File: src/rtl/ps2_keypad_ctrl.sv
`default_nettype none
// ============================================================================
// Module   : ps2_keypad_ctrl
// Brief    : PS/2 scan-code command controller. Follows the make / break /
//            extended-prefix protocol, builds a BCD entry from digit keys
//            and commits it as the alarm setpoint on Enter.
// Revision : 1.0 - initial release
// ============================================================================
module ps2_keypad_ctrl #(
  parameter int NDIG        = 4,        // BCD digits in entry / setpoint (2..7)
  parameter int TIMEOUT_CYC = 1000000,  // idle cycles before a prefix is dropped
  parameter int CW          = 20        // timeout counter width
) (
  input  logic                clk,
  input  logic                rst,
  input  logic                i_tick,
  input  logic [7:0]          i_dato,
  input  logic                i_correct,
  output logic [4*NDIG-1:0]   o_entry,
  output logic [2:0]          o_entry_cnt,
  output logic [4*NDIG-1:0]   o_setpoint,
  output logic                o_setpoint_valid,
  output logic                o_commit,
  output logic                o_err
);

  localparam logic [1:0] c_IDLE    = 2'd0;
  localparam logic [1:0] c_BRK     = 2'd1;
  localparam logic [1:0] c_EXT     = 2'd2;
  localparam logic [1:0] c_EXT_BRK = 2'd3;

  localparam logic [7:0]    c_BREAK   = 8'hF0;
  localparam logic [7:0]    c_EXTEND  = 8'hE0;
  localparam logic [7:0]    c_ENTER   = 8'h5A;
  localparam logic [7:0]    c_DELETE  = 8'h71;
  localparam logic [7:0]    c_BKSP    = 8'h66;
  localparam logic [7:0]    c_ESC     = 8'h76;
  localparam logic [2:0]    c_NDIG    = 3'(NDIG);
  localparam logic [CW-1:0] c_TO_LAST = CW'(TIMEOUT_CYC - 1);

  logic [1:0]          r_state;
  logic [1:0]          w_state_nxt;
  logic [CW-1:0]       r_to_cnt;
  logic [4*NDIG-1:0]   r_entry;
  logic [2:0]          r_entry_cnt;
  logic [4*NDIG-1:0]   r_setpoint;
  logic                r_setpoint_valid;
  logic                r_commit;
  logic                r_err;

  logic                w_valid;
  logic                w_bad;
  logic                w_act_digit;
  logic                w_act_bksp;
  logic                w_act_clear;
  logic                w_act_enter;
  logic [3:0]          w_digit;

  assign w_valid = i_tick & i_correct;
  assign w_bad   = i_tick & ~i_correct;

  // Protocol state register
  always_ff @(posedge clk or posedge rst) begin
    if (rst) r_state <= c_IDLE;
    else     r_state <= w_state_nxt;
  end

  // Next protocol state: bytes drive transitions, an idle prefix times out
  always_comb begin
    w_state_nxt = r_state;
    if (w_bad) begin
      w_state_nxt = c_IDLE;
    end else if (w_valid) begin
      case (r_state)
        c_IDLE: begin
          if (i_dato == c_BREAK)       w_state_nxt = c_BRK;
          else if (i_dato == c_EXTEND) w_state_nxt = c_EXT;
          else                         w_state_nxt = c_IDLE;
        end
        c_EXT: begin
          if (i_dato == c_BREAK) w_state_nxt = c_EXT_BRK;
          else                   w_state_nxt = c_IDLE;
        end
        default: w_state_nxt = c_IDLE;  // BRK / EXT_BRK swallow the released key
      endcase
    end else if (r_state != c_IDLE && r_to_cnt == c_TO_LAST) begin
      w_state_nxt = c_IDLE;
    end
  end

  // Key action decode for the byte consumed this cycle
  always_comb begin
    w_act_digit = 1'b0;
    w_act_bksp  = 1'b0;
    w_act_clear = 1'b0;
    w_act_enter = 1'b0;
    w_digit     = 4'd0;
    if (w_valid && r_state == c_IDLE) begin
      case (i_dato)
        8'h45: begin w_act_digit = 1'b1; w_digit = 4'd0; end
        8'h16: begin w_act_digit = 1'b1; w_digit = 4'd1; end
        8'h1E: begin w_act_digit = 1'b1; w_digit = 4'd2; end
        8'h26: begin w_act_digit = 1'b1; w_digit = 4'd3; end
        8'h25: begin w_act_digit = 1'b1; w_digit = 4'd4; end
        8'h2E: begin w_act_digit = 1'b1; w_digit = 4'd5; end
        8'h36: begin w_act_digit = 1'b1; w_digit = 4'd6; end
        8'h3D: begin w_act_digit = 1'b1; w_digit = 4'd7; end
        8'h3E: begin w_act_digit = 1'b1; w_digit = 4'd8; end
        8'h46: begin w_act_digit = 1'b1; w_digit = 4'd9; end
        c_BKSP:  w_act_bksp  = 1'b1;
        c_ESC:   w_act_clear = 1'b1;
        c_ENTER: w_act_enter = 1'b1;
        default: ;
      endcase
    end else if (w_valid && r_state == c_EXT) begin
      if (i_dato == c_ENTER)  w_act_enter = 1'b1;
      if (i_dato == c_DELETE) w_act_clear = 1'b1;
    end
  end

  // Prefix timeout counter: runs only while a prefix is pending and idle
  always_ff @(posedge clk or posedge rst) begin
    if (rst)                                r_to_cnt <= '0;
    else if (i_tick || w_state_nxt == c_IDLE) r_to_cnt <= '0;
    else                                    r_to_cnt <= r_to_cnt + 1'b1;
  end

  // Entry buffer, setpoint and status flags
  always_ff @(posedge clk or posedge rst) begin
    if (rst) begin
      r_entry          <= '0;
      r_entry_cnt      <= 3'd0;
      r_setpoint       <= '0;
      r_setpoint_valid <= 1'b0;
      r_commit         <= 1'b0;
      r_err            <= 1'b0;
    end else begin
      r_commit <= 1'b0;
      if (w_bad) r_err <= 1'b1;
      if (w_act_digit && r_entry_cnt < c_NDIG) begin
        r_entry     <= {r_entry[4*NDIG-5:0], w_digit};
        r_entry_cnt <= r_entry_cnt + 3'd1;
      end
      if (w_act_bksp && r_entry_cnt != 3'd0) begin
        r_entry     <= r_entry >> 4;
        r_entry_cnt <= r_entry_cnt - 3'd1;
      end
      if (w_act_clear) begin
        r_entry     <= '0;
        r_entry_cnt <= 3'd0;
        r_err       <= 1'b0;
      end
      // An Enter on an empty buffer is a no-op, including for err
      if (w_act_enter && r_entry_cnt != 3'd0) begin
        r_setpoint       <= r_entry;
        r_setpoint_valid <= 1'b1;
        r_commit         <= 1'b1;
        r_entry          <= '0;
        r_entry_cnt      <= 3'd0;
        r_err            <= 1'b0;
      end
    end
  end

  assign o_entry          = r_entry;
  assign o_entry_cnt      = r_entry_cnt;
  assign o_setpoint       = r_setpoint;
  assign o_setpoint_valid = r_setpoint_valid;
  assign o_commit         = r_commit;
  assign o_err            = r_err;

endmodule
`default_nettype wire

File: config.mk
export PLATFORM = sky130hd
export DESIGN_NAME = ps2_keypad_ctrl
export DESIGN_NICKNAME = d
export VERILOG_FILES = /design/src/rtl/ps2_keypad_ctrl.sv
export SDC_FILE = /design/constraint.sdc
export NUM_CORES = 1
export LEC_CHECK = 0
export CELL_PAD_IN_SITES_DETAIL_PLACEMENT = 1
export CELL_PAD_IN_SITES_GLOBAL_PLACEMENT = 1
export CORE_MARGIN = 2
export CORE_UTILIZATION = 43
export CTS_CLUSTER_SIZE = 12
export DETAILED_ROUTE_END_ITERATION = 16
export PLACE_DENSITY = 0.95
export SLEW_MARGIN = 20
export SYNTH_ARGS = -nofsm -noshare
export SYNTH_HDL_FRONTEND = slang
export SYNTH_SLANG_ARGS = --single-unit
File: constraint.sdc
create_clock -name clk -period 5.4 [get_ports clk]
set_clock_uncertainty 0.2 [all_clocks]
set_input_delay 0.81 -clock clk [delete_from_list [all_inputs] [get_ports clk]]
set_output_delay 0.81 -clock clk [all_outputs]
set_load 0.03 [all_outputs]
==> results_dict.tcl <==
set metrics [dict create \
    outcome "finished clean" \
    synthMostInstantiatedCell "nand2_1" \
    power.density_mw_per_mm2 256.9 \
    antenna_cells 0 \
    grt_max_degree 61 \
    drtPass1Iterations 5 \
    yosysWarningCount 0 \
    start_kind "primary input" \
    slew_headroom_pct 30.76 \
    remaining_drc_errors 0 \
    cts_root_buf "clkbuf_8" \
    syn_to_final_growth_pct 23.36 \
    grt_pass1_wl_mm 12.48 \
    cts_setup_buffers 0 \
    die_x_um 87.22 \
    placed_area_mm2 0.003505 \
    clockBufferDepth 2 \
    start_util_pct 44.07 \
    hpwl_mm 5.229 \
    wl_mm 7.527 \
    synthTopCellsByArea "dfrtp_1 (50%), nand2_1 (7.9%), mux2i_1 (5.0%)" \
    synthFlopType "dfrtp_1" \
    crit_path_max_fanout 19 \
    numCtsBuffers 9 \
    tightestPinTransition_ns 1.039 \
    leakagePower_nw 1.718 \
    worstPathArrival_ns 3.57 \
    syn_inst 318 \
    period_needed_ns 3.535 \
    worstPathRequired_ns 5.44 \
    io_pins 50 \
    grt.total_usage_pct 21.56 \
    ys_async_sr_fraction_pct 100.0 \
    coreArea_mm2 0.006756 \
    rows 30 \
    place_inst 435 \
    yosys.area.top_type "dfrtp_1" \
    cts_resized 0 \
    drt_iter0_markers 114 \
    setup_violations 0 \
    synth_cell_types 44 \
    finalNetCount 380 \
    worst_slack_ns 1.865 \
    final_area_mm2 0.003674 \
    fin_cells 451 \
    synth_top_area_share_pct 50.42 \
    slew_violations 0 \
    finalHoldViolCount 0 \
    avgViaCountPerCell 5.568 \
    tritoncts "built" \
    rsz0062_at_grt "false" \
    min_path_type "reg -> reg" \
    h-tree-depth 3 \
    overflow 0 \
    path_class "in -> reg" \
    via_count 2511 \
    dp_slack_ns 1.585 \
    clock-sinks 60 \
    ir_drop_mv 0.2155 \
    antenna_found_initial 0 \
    syn-num-nets 332 \
    setup-tns-final_ns 0 \
    gp_congestion 0.8277 \
    clkLatencyLatePin_ns 0.34 \
    grt_pass1_vias 2621 \
    max_freq_mhz 282.9 \
    synth-edff-count 0 \
    ys_ff_latch 60 \
    die_y_um 87.22 \
    io_buffers 49 \
    netlist_top_cells_count "nand2_1 (63), dfrtp_1 (60), nor2_1 (40)" \
    wire_per_inst_um 16.69 \
    post_synth.cell_area_avg_um2 9.364 \
    drv_cap 0 \
    drive_above_1_share_pct 6.199 \
    finalCritPeriodShare_pct 65.46 \
    ys_seq_area_share_pct 50.42 \
    fin_hold_ws_ns 0.2669 \
    endpoint_kind "register" \
    synth_area_mm2 0.002978 \
    cts.clk_slew.worst_paths_ns 0.07 \
    drtAntennaViolNets 0 \
    ctsHoldBuffers 0 \
    dieArea_mm2 0.007607 \
]
==> registers in the layout (all words and copies together) (netlist names) <==
signal	count
o_setpoint_valid	1
r_state	2
o_entry	16
o_err	1
r_to_cnt	20
o_setpoint	16
o_entry_cnt	3
o_commit	1
==> power by group <==
group	internal [mW]	switching [mW]
Clock	0.176	0.177
Sequential	0.462	0.0206
Combinational	0.0455	0.0631
Total	0.683	0.261
==> path summary, 6_finish.rpt <==
path	startpoint	end	slack (ns)	cells past startpoint
min in group asynchronous	rst	o_setpoint[10]	0.81	3
max in group asynchronous	rst	o_entry[0]	3.71	3
hold reg to reg	o_setpoint[1]	o_setpoint[1]	0.27	2
hold / removal	o_setpoint[1]	o_setpoint[1]	0.27	2
setup / recovery	i_tick	o_entry_cnt[1]	1.86	6
setup reg to reg	r_state[0]	o_entry_cnt[1]	2.47	5
==> placed cells by master (no fill, tap or decap), drive strengths merged, types with 2 or more instances in the layout <==
cell type       n
nor4bb          2
nand2b          6
nand3           9
a21o            2
clkbuf         11
o31ai           2
and4            4
buf             2
and3            3
nand4           6
clkinv          4
nor4            4
o21a            3
clkdlybuf4s50  49
nand2          64
nand4b          2
nor3            8
xnor2          10
nor2           40
inv             5
mux2i          15
a21oi          14
xor2           11
nor2b           4
o21ai          16
dfrtp          60
==> kinds of logic (layout without fill, tap and decap cells) <==
logic type,after synthesis,count (layout),share of synthesized area (%)
simple gates,157,157,24.75
flops,60,60,50.42
compound gates,44,44,9.244
xor+xnor,21,21,6.176
buf+inv,19,72,3.277
mux,15,15,5.042
fa+ha+maj,2,2,1.092
==> metrics by stage <==
stage	util, %	power (mW)
6_report	54.37	0.9437
5_1_grt	54.37	0.9856
4_1_cts	54.37	0.9539
3_5_place_dp	51.87	0.5993
3_3_place_gp	51.87	0.5955
2_1_floorplan	-	0.5494
==> final cells by class <==
type / instances / area (um^2)
timing repair buffer: 51 / 505.5
clock buffer: 11 / 141.4
sequential: 60 / 1501
multi-input combinational: 239 / 1379
fill: 786 / 3083
inverter: 5 / 18.77
clock inverter: 5 / 27.53
tap: 80 / 100.1
==> critical path, stage by stage <==
cell and delay [ns]:
clkdlybuf4s50_1 0.54, nor4bb_1 0.60, and4_1 0.78, nor2_1 0.40
and4_1 0.29, a21o_1 0.15
==> metal layers <==
metal / wire, um / track usage, % / share of wire (%) / up-vias
met1: 3158 / 24.80 / 42 / 1261
li1: - / - / - / 1181
met5: 0 / 0 / 0 / -
met4: 183 / 9.650 / 2.4 / 0
met2: 3923 / 37.27 / 52 / 52
met3: 262 / 6.066 / 3.5 / 17
No activity file was read; power rests on OpenSTA's default activity.
